`config.mk`:
```
export PLATFORM = sky130hd
export DESIGN_NAME = thee_clk_div_gen
export DESIGN_NICKNAME = d
export VERILOG_FILES = /design/src/rtl/thee_clk_div_gen.sv
export SDC_FILE = /design/constraint.sdc
export NUM_CORES = 1
export LEC_CHECK = 0
export CORE_AREA = 2 2 141 143
export CTS_CLUSTER_DIAMETER = 80
export DETAILED_ROUTE_END_ITERATION = 8
export DIE_AREA = 0 0 143 145
export GPL_ROUTABILITY_DRIVEN = 0
export MAX_ROUTING_LAYER = met4
export PLACE_DENSITY = 0.81
export SYNTH_ARGS = -nofsm -noshare
export SYNTH_HDL_FRONTEND = slang
export SYNTH_SLANG_ARGS = --single-unit
```
`constraint.sdc`:
```
create_clock -name clk -period 7.35 [get_ports clk]
set_input_delay 1.8375 -clock clk [delete_from_list [all_inputs] [get_ports clk]]
set_output_delay 1.8375 -clock clk [all_outputs]
set_load 0.005 [all_outputs]
```
`src/rtl/thee_clk_div_gen.sv`:
```
// Multi-channel programmable clock divider: each channel has its own ratio, start phase, enable and glitch-free update.
// Optional macro THEE_CLK_DIV_EDGE_CNT_EN adds a per-channel rising-edge counter output (edge_cnt_o).
module thee_clk_div_gen #(
   parameter int NCH     = 4,
   parameter int DIV_W   = 8,
   parameter int DEF_DIV = 2,
   parameter int CNT_W   = 16
) (
   input  logic                 clk,
   input  logic                 rst,
   input  logic [NCH-1:0]       en_i,
   input  logic [NCH-1:0]       ld_i,
   input  logic [NCH*DIV_W-1:0] div_i,
   input  logic [NCH*DIV_W-1:0] ph_i,
   output logic [NCH-1:0]       clk_o,
   output logic [NCH-1:0]       tick_o,
   output logic [NCH-1:0]       run_o,
   output logic [NCH-1:0]       pend_o
`ifdef THEE_CLK_DIV_EDGE_CNT_EN
   ,
   output logic [NCH*CNT_W-1:0] edge_cnt_o
`endif
);

   localparam logic [DIV_W-1:0] MIN_D   = DIV_W'(2);
   localparam logic [DIV_W-1:0] ONE     = DIV_W'(1);
   localparam logic [DIV_W-1:0] RESET_D = DIV_W'(DEF_DIV);

   for (genvar c = 0; c < NCH; c++) begin : gCh
      logic [DIV_W-1:0] actD_q, actD_d, actP_q, actP_d;
      logic [DIV_W-1:0] pendD_q, pendD_d, pendP_q, pendP_d;
      logic [DIV_W-1:0] cnt_q, cnt_d;
      logic             pend_q, pend_d, run_q, run_d;
      logic             clk_q, clk_d, tick_q, tick_d;
      logic [DIV_W-1:0] effD, newEffD, highLen, startP;
      logic             wrap, apply;

      // Pending config reaches the active registers only while idle or at a period wrap,
      // so a ratio change can never produce a runt pulse.
      always_comb begin
         effD    = (actD_q < MIN_D) ? MIN_D : actD_q;
         wrap    = run_q && (cnt_q >= effD - ONE);
         apply   = pend_q && (!run_q || wrap);
         actD_d  = apply ? pendD_q : actD_q;
         actP_d  = apply ? pendP_q : actP_q;
         newEffD = (actD_d < MIN_D) ? MIN_D : actD_d;
         startP  = (actP_d >= newEffD) ? '0 : actP_d;
         highLen = newEffD - (newEffD >> 1);

         pendD_d = pendD_q;
         pendP_d = pendP_q;
         pend_d  = pend_q && !apply;
         if (ld_i[c]) begin
            pendD_d = div_i[c*DIV_W +: DIV_W];
            pendP_d = ph_i[c*DIV_W +: DIV_W];
            pend_d  = 1'b1;
         end

         run_d = run_q;
         cnt_d = cnt_q;
         if (!run_q) begin
            if (en_i[c]) begin
               run_d = 1'b1;
               cnt_d = startP;
            end
         end else if (wrap) begin
            cnt_d = '0;
            run_d = en_i[c];
         end else begin
            cnt_d = cnt_q + ONE;
         end

         clk_d  = run_d && (cnt_d < highLen);
         tick_d = run_d && (cnt_d == '0);
      end

      always_ff @(posedge clk or posedge rst) begin
         if (rst) begin
            actD_q  <= RESET_D;
            actP_q  <= '0;
            pendD_q <= '0;
            pendP_q <= '0;
            pend_q  <= 1'b0;
            run_q   <= 1'b0;
            cnt_q   <= '0;
            clk_q   <= 1'b0;
            tick_q  <= 1'b0;
         end else begin
            actD_q  <= actD_d;
            actP_q  <= actP_d;
            pendD_q <= pendD_d;
            pendP_q <= pendP_d;
            pend_q  <= pend_d;
            run_q   <= run_d;
            cnt_q   <= cnt_d;
            clk_q   <= clk_d;
            tick_q  <= tick_d;
         end
      end

      assign clk_o[c]  = clk_q;
      assign tick_o[c] = tick_q;
      assign run_o[c]  = run_q;
      assign pend_o[c] = pend_q;

`ifdef THEE_CLK_DIV_EDGE_CNT_EN
      // Counted together with the registered tick, so the count already includes the tick on display.
      logic [CNT_W-1:0] edgeCnt_q;
      always_ff @(posedge clk or posedge rst) begin
         if (rst) begin
            edgeCnt_q <= '0;
         end else begin
            edgeCnt_q <= edgeCnt_q + CNT_W'(tick_d);
         end
      end
      assign edge_cnt_o[c*CNT_W +: CNT_W] = edgeCnt_q;
`endif
   end

endmodule

```
Word-level counts from Yosys, hierarchy flattened

Cells that the tools add are included.
W data, S select, Z words.

Bits in writable memories: 0
ROM bits: 0
Bits of input ports: 74
Logic and storage cells: 152
Flip-flop bits (word level): 176
Bits in latches: 0
Memories kept: 0

Shifts and indexed selects: 0
Add/sub/neg operators: 12
$lt $le $gt $ge: 20
Bitwise logic cells: 0
Equality and inequality tests: 0
Multipliers: 0
Div/mod/pow operators: 0
Reductions and logical operators: 36
Mux-type cells: 48

Operator list:

| cell                  | count |
|---|---|
| $mux W8               | 32 |
| $ge A8 B8 Y1          | 8 |
| $lt A8 B2 Y1 const B  | 8 |
| $add A8 B1 Y8 const B | 4 |
| $logic_not A8 Y1      | 4 |
| $lt A8 B8 Y1          | 4 |
| $sub A8 B1 Y8 const B | 4 |
| $sub A8 B7 Y8         | 4 |
| $logic_and A1 B1 Y1   | 20 |
| $mux W1               | 16 |
| $logic_not A1 Y1      | 8 |
| $logic_or A1 B1 Y1    | 4 |

Logic depth before layout (Yosys ltp)

Gate-level depths: netlist of run 1.

Depth after elaboration: 16
Mapped depth: 34
Gate-level depth less buffers: 32

Worst setup path before layout of run 1

No wires, ideal clock.

Path kind: register to register
Start: register gCh[1].actD_q[4]
End: register gCh[1].clk_q
Arrival: 6.392 ns
Buffers on the path: 1
Stages on the path, launching flop included: 31
Setup slack: 0.892 ns
Setup time: 0.066 ns
Data required time: 7.284 ns
Path through: dfrtp_1 -> or4_1 -> o41ai_1 -> ha_1 -> xnor2_1 -> ha_1 -> or3_1 -> o211ai_1 -> a221oi_4 -> o21ai_4 -> buf_2 -> mux2i_1 -> ha_1 -> nand2_1 -> a21oi_1 -> nand2b_1 -> inv_1 -> ha_1 -> o21ai_0 -> o21bai_1 -> a21oi_1 -> o21ai_0 -> inv_1 -> a211o_1 -> ha_1 -> a21oi_1 -> nor2b_1 -> o21ai_0 -> o21ai_0 -> nor2_1 -> and3_1

Cells in the longest elaborated chain, start to end: 16

RTL lines:

| item                   | line | source |
|---|---|---|
| start, declared        | 30   | `logic [DIV_W-1:0] actD_q, actD_d, actP_q, actP_d;` |
| start signal, assigned | 89   | `actD_q <= actD_d;` |
| $lt A8 B2 Y1           | 41   | `effD = (actD_q < MIN_D) ? MIN_D : actD_q;` |
| $mux W8                | 41   |  |
| $sub A8 B1 Y8          | 42   | `wrap = run_q && (cnt_q >= effD - ONE);` |
| $ge A8 B8 Y1           | 42   |  |
| $logic_and A1 B1 Y1    | 42   |  |
| $logic_or A1 B1 Y1     | 43   | `apply = pend_q && (!run_q \|\| wrap);` |
| $logic_and A1 B1 Y1    | 43   |  |
| $mux W8                | 44   | `actD_d = apply ? pendD_q : actD_q;` |
| [2 not listed]         | n/a  |  |
| $ge A8 B8 Y1           | 47   | `startP = (actP_d >= newEffD) ? '0 : actP_d;` |
| $mux W8                | 47   |  |
| $mux W8                | 62   | `if (en_i[c]) begin` |
| $mux W8 *              | 61   | `if (!run_q) begin` |
| net gCh[1].cnt_d[5]    | 32   | `logic [DIV_W-1:0] cnt_q, cnt_d;` |
| $lt A8 B8 Y1 *         | 73   | `clk_d = run_d && (cnt_d < highLen);` |
| $logic_and A1 B1 Y1 *  | 73   |  |
| net gCh[1].clk_d       | 34   | `logic clk_q, clk_d, tick_q, tick_d;` |
| end signal, assigned   | 96   | `clk_q <= clk_d;` |
| end, declared          | 34   |  |

Mark *: on every way through the listed nets, which the timed path passes. The rest lies on a longest branch.
A chain may end at the register's enable or synchronous reset.

Final worst setup path of run 1

Start: register gCh[2].actD_q[5]
End: register gCh[2].clk_q

Cells in the longest elaborated chain, start to end: 16

RTL lines:

| item                   | line |
|---|---|
| start, declared        | 30 |
| start signal, assigned | 89 |
| $lt A8 B2 Y1           | 41 |
| $mux W8                | 41 |
| $sub A8 B1 Y8          | 42 |
| $ge A8 B8 Y1           | 42 |
| $logic_and A1 B1 Y1    | 42 |
| $logic_or A1 B1 Y1     | 43 |
| $logic_and A1 B1 Y1    | 43 |
| $mux W8                | 44 |
| [2 not listed]         | n/a |
| $ge A8 B8 Y1           | 47 |
| $mux W8                | 47 |
| $mux W8                | 62 |
| $mux W8 *              | 61 |
| net gCh[2].cnt_d[7]    | 32 |
| $lt A8 B8 Y1 *         | 73 |
| $logic_and A1 B1 Y1 *  | 73 |
| net gCh[2].clk_d       | 34 |
| end signal, assigned   | 96 |
| end, declared          | 34 |

Marked as above.

==> summary.txt, run 1 <==
Status: complete, no violations
Cells after synthesis: 1079
Crit path top cell by count: ha_1
Crit Reg-Reg Endpoint: gCh[2].clk_q$_DFF_PP0_
Fmax: 0.1428 GHz
Initial antenna violation count: 0
Rows: 51
Main flop type after synthesis: dfrtp_1
Synth top cells by count: dfrtp_1, ha_1, mux2_2, inv_1, nand2_1
CP Launch Type: flip-flop
CP max FO: 7
Global route overflow: 0
Die W: 143 um
Final Max Tran Viols: 0
Yosys top cell area share: 0.3778
GRT Total Usage: 0.2684
Tcrit/Tclk final: 0.9530
WS Path Type: reg2reg
Placed Instances: 1407
Critical R2R Launch: gCh[2].actD_q[5]$_DFF_PP0_
Skew-Pair Late Insertion Delay: 440 ps
Vias in the first global route: 8824
DRC viols: 0
Dpl ws: 166.0 ps
CTS Sinks: 176
Min-delay src: gCh[0].pendD_q[6]$_DFFE_PP0P_
CP Capture Type: flip-flop
FFs w/ async S/R, synth: 1.000
CTS tree: done
R2R cell count: 30
Hold WS: 505.0 ps
Max_cap viols: 0
Worst path top cell family by delay: compound AO/OA/AOI/OAI gates
Num ports: 90
Area Overhead vs Synth: 15.41%
Starting Density: 0.5931
Mean area per synthesized cell: 10.56 um2
Die area: 20740 um2
Detailed Route Iter0 Violations: 654
Slew @ Worst Pin: 885.9 ps
Drt wl/cell: 18.31 um
Most common cell in the synthesized netlist: dfrtp_1
Htree depth: 4
First-pass GRT wire length: 43490 um
Post-DRT Antenna Nets: 0
Post-layout minimum cycle time: 7005 ps
Root Buffer: clkbuf_16
Worst Hold Class: reg2reg
Slowest CP cell: or4_1
Synth cell types: 76
Clock-pin slew on the worst setup and hold paths: 70 ps
Sequential share of the synthesized area: 0.3870
Post-synth top area cell: dfrtp_1
CTS hold repair buffers: 0
Register bit total from synthesis: 176
Post-synth EDFFs: 0
I/O Buffers: 89
Fin cells: 1443
Vias/cell: 6.044
Synthesized cell area: 11390 um2
Buf+Inv Stages, Crit Path: 3
Worst path required time: 7700 ps
DR pass1 iterations: 6
Post-Route WL: 26420 um
Nets: 1377
Final setup vio count: 0
Worst hold path stage count: 1
R2r setup slk: 350 ps
Layout Skew: 11.46 ps
Relative slew slack: 0.4019
Ys Warns: 0
N_diodes: 0
Die Height: 145 um
TritonCTS buffer count: 17
Syn_nets: 1291
Hold Crit Endpoint: gCh[0].pendD_q[6]$_DFFE_PP0P_
Core footprint: 19210 um2
Final setup margin: 345.4 ps
Largest net degree at the start of global routing: 74
Final HPWL DP: 19650 um
Final hold vios: 0
Levels on crit path: 30
Vias: 8721
Fraction of layout cells with a size suffix above 1: 0.1570
Clock Tree Buf Depth: 2
Critical Path Max Stage Delay: 600 ps
Top cells by area, synth: dfrtp_1, ha_1, mux2_2
Arr. time, crit path: 7350 ps
-- registers in the layout, indices dropped and copies added (netlist names) --
name         count
gCh.actD_q      32
gCh.actP_q      32
gCh.clk_q        4
gCh.cnt_q       32
gCh.pendD_q     32
gCh.pendP_q     32
gCh.pend_q       4
gCh.run_q        4
gCh.tick_q       4
-- cell families (layout without fill, tap and decap cells) --
kind of cell               after synthesis  in the layout  share of synthesized area
DFF                                    176            176                     0.3870
buffers and inverters                  127            226                    0.04789
and+or+nand+nor                        262            262                     0.1262
xor gates and xnor gates                43             43                    0.03306
muxes                                  137            137                     0.1328
adders and majority gates              138            138                     0.1542
AOI/OAI and AO/OA                      196            196                     0.1188
-- worst reg2reg max path, delay by kind of cell (launching register included) --
kind            cells  cell delay [ps]
mux                 1              290
flops               1              440
xor+xnor            1              220
compound gates     10             2160
simple gates       10             2050
fa+ha+maj           5             1290
buf+inv             3              450
-- final cells by class --
class	instances	area (um2)
well taps	265	331.6
clock inverters	14	155.1
clock buffers	18	429.2
multi-input cells	776	6476
flip-flops and latches	176	4409
fillers	1423	6060
repair buffers	104	1003
inverters	90	342.8
-- layer usage --
layer | vias up | routed length, um | part of all wire | global-route usage
met3 | 66 | 1632 | 0.062 | 0.05710
li1 | 4080 | - | - | -
met1 | 4234 | 11300 | 0.43 | 0.3420
met4 | 0 | 787 | 0.030 | 0.1000
met5 | - | 0 | 0 | -
met2 | 341 | 12700 | 0.48 | 0.4218
-- stage by stage --
stage	utilization	setup TNS, ps	instance area, um2
3_3_place_gp	0.6505	0	12490
4_1_cts	0.6809	0	13080
6_report	0.6845	0	13150
2_1_floorplan	-	0	11390
5_1_grt	0.6845	-79.98	13150
3_5_place_dp	0.6505	0	12490
-- how the worst max path moves through the flow --
stage,startpoint,endpoint,slack (ps)
after floorplan,rst,gCh[0].actD_q[0]$_DFF_PP0_,750
after global placement,gCh[1].actD_q[2]$_DFF_PP0_,gCh[1].clk_q$_DFF_PP0_,310
after detailed placement,gCh[2].actD_q[5]$_DFF_PP0_,gCh[2].clk_q$_DFF_PP0_,170
after CTS,gCh[2].actD_q[5]$_DFF_PP0_,gCh[2].clk_q$_DFF_PP0_,90
after global routing,gCh[2].actD_q[5]$_DFF_PP0_,gCh[2].clk_q$_DFF_PP0_,-80
final,gCh[2].actD_q[5]$_DFF_PP0_,gCh[2].clk_q$_DFF_PP0_,350
-- timing repair --
item / in CTS / in global routing
resized for setup: 0 / 10
setup buffers: 0 / 4
endpoints found under the hold margin: 0 / 0
setup endpoints to repair: 0 / 5
-- layout by cell type (no fill, tap or decap), drive strengths merged, types with 9 or more instances in the layout --
cell           Yosys  routed
nor2b             14      14
nor4              14      14
clkbuf            10      18
ha               134     134
clkdlybuf4s50      0      89
dfrtp            172     172
nand2b            29      29
inv               90      95
mux2i             30      30
nand2             51      51
xnor2             27      27
and3              18      18
buf               27      15
xor2              16      16
nand3             26      26
nor3              17      17
mux2             107     107
a21o              19      19
a21oi             45      45
o22ai              9       9
o21ai             48      48
nor2              45      45
Power of run 1 is not shown: default switching activity piles up to over one toggle a cycle in this logic, so the estimate is an artifact.
==> inputs of run 2 (changes only) <==
--- a/config.mk
+++ b/config.mk
@@ -11,7 +11,7 @@
 export DIE_AREA = 0 0 143 145
 export GPL_ROUTABILITY_DRIVEN = 0
 export MAX_ROUTING_LAYER = met4
-export PLACE_DENSITY = 0.81
+export PLACE_DENSITY = 0.85
 export SYNTH_ARGS = -nofsm -noshare
 export SYNTH_HDL_FRONTEND = slang
 export SYNTH_SLANG_ARGS = --single-unit
==> summary.txt, run 2 (synthesis results as in run 1) <==
Status: complete, no violations
Area Overhead vs Synth: 15.90%
Arr. time, crit path: 7300 ps
Slew @ Worst Pin: 1291 ps
Die Height: 145 um
Worst path required time: 7690 ps
Die area: 20740 um2
Crit path top cell by count: ha_1
Root Buffer: clkbuf_16
Die W: 143 um
Commonest cells after routing, fill and taps aside: dfrtp_1, ha_1, mux2_2
Hold WS: 509.1 ps
Routing usage on met2: 0.4139
Fillcell total: 1332
Worst path top cell family by delay: compound AO/OA/AOI/OAI gates
First-pass GRT wire length: 42100 um
TritonCTS buffer count: 17
Skew-Pair Late Insertion Delay: 440 ps
Slowest CP cell: or4_1
Detailed Route Iter0 Violations: 630
Clock Tree Buf Depth: 2
I/O Buffers: 89
Tcrit/Tclk final: 0.9460
RSZ-0062 raised after global routing: true
Fraction of layout cells with a size suffix above 1: 0.1545
Buf+Inv Stages, Crit Path: 3
Num ports: 90
Vias/cell: 6.003
Most used routing layer in global routing: met2
CP max FO: 12
Core footprint: 19210 um2
Final HPWL DP: 18730 um
Post-DRT Antenna Nets: 0
Setup TNS: 0 ps
Max_cap viols: 0
Worst Hold Class: reg2reg
WS Path Type: reg2reg
Largest net degree at the start of global routing: 79
N_diodes: 0
Final hold vios: 0
Initial antenna violation count: 0
Final setup margin: 397.0 ps
Clock-pin slew on the worst setup and hold paths: 70 ps
Rows: 51
Final setup vio count: 0
CTS tree: done
Post-layout minimum cycle time: 6953 ps
Htree depth: 4
DRC viols: 0
Post-Route WL: 25590 um
Multi-input logic area: 6460 um2
CP Capture Type: flip-flop
Vias: 8663
DR pass1 iterations: 6
CTS Sinks: 176
CTS hold repair buffers: 0
Starting Density: 0.5931
Dpl ws: 39.90 ps
Area taken by flip-flops and latches: 4409 um2
GRT Total Usage: 0.2603
GR Layer Usage met3: 0.05017
Final Max Tran Viols: 0
CP Launch Type: flip-flop
Fmax: 0.1438 GHz
Layout Skew: 10.75 ps
Nets: 1377
Vias in the first global route: 8707
Met1 GRT Util: 0.3267
Critical Path Max Stage Delay: 600 ps
Relative slew slack: 0.1356
Drt wl/cell: 17.73 um
Global route overflow: 0
Leading cell type in the layout, fill and taps excluded: dfrtp_1
[run 2: final timing paths]
kind                                                from                       endpoint  slack (ps)  cells past startpoint
setup / recovery              gCh[2].actD_q[5]$_DFF_PP0_         gCh[2].clk_q$_DFF_PP0_         400                     31
hold / removal             gCh[2].pendP_q[3]$_DFFE_PP0P_  gCh[2].pendP_q[3]$_DFFE_PP0P_         510                      1
setup reg to reg              gCh[2].actD_q[5]$_DFF_PP0_         gCh[2].clk_q$_DFF_PP0_         400                     31
hold reg to reg            gCh[2].pendP_q[3]$_DFFE_PP0P_  gCh[2].pendP_q[3]$_DFFE_PP0P_         510                      1
max in group asynchronous                            rst     gCh[1].actP_q[1]$_DFF_PP0_        4400                      3
min in group asynchronous                            rst     gCh[3].actP_q[2]$_DFF_PP0_        1700                      2
[run 2: routing by layer]
metal	up-vias	share of wire
met4	0	0.031
met2	289	0.48
met1	4224	0.43
met5	-	0
met3	68	0.057
li1	4082	-
[run 2: area by class of cell]
class                   count  share of cell area
inverters                  90             0.02596
clock buffers              23             0.03620
repair buffers            104             0.07600
flip-flops and latches    176              0.3339
clock inverters             9             0.01355
multi-input cells         776              0.4892
well taps                 265             0.02511
[run 2: per-stage QoR]
step / area [um2] / std cells / util
floorplan: 11390 / 1079 / -
global placement: 12490 / 1406 / 0.6501
detailed placement: 12490 / 1406 / 0.6501
CTS: 13170 / 1441 / 0.6859
global route: 13200 / 1443 / 0.6874
finish: 13200 / 1443 / 0.6874
[run 2: repair_timing]
action,in CTS,in global routing
buffers inserted,3,2
endpoints found under the setup margin,2,4
pin swaps,1,1
gates resized for setup,1,7
gates cloned,0,0
Power of run 2 is left out for the same reason.
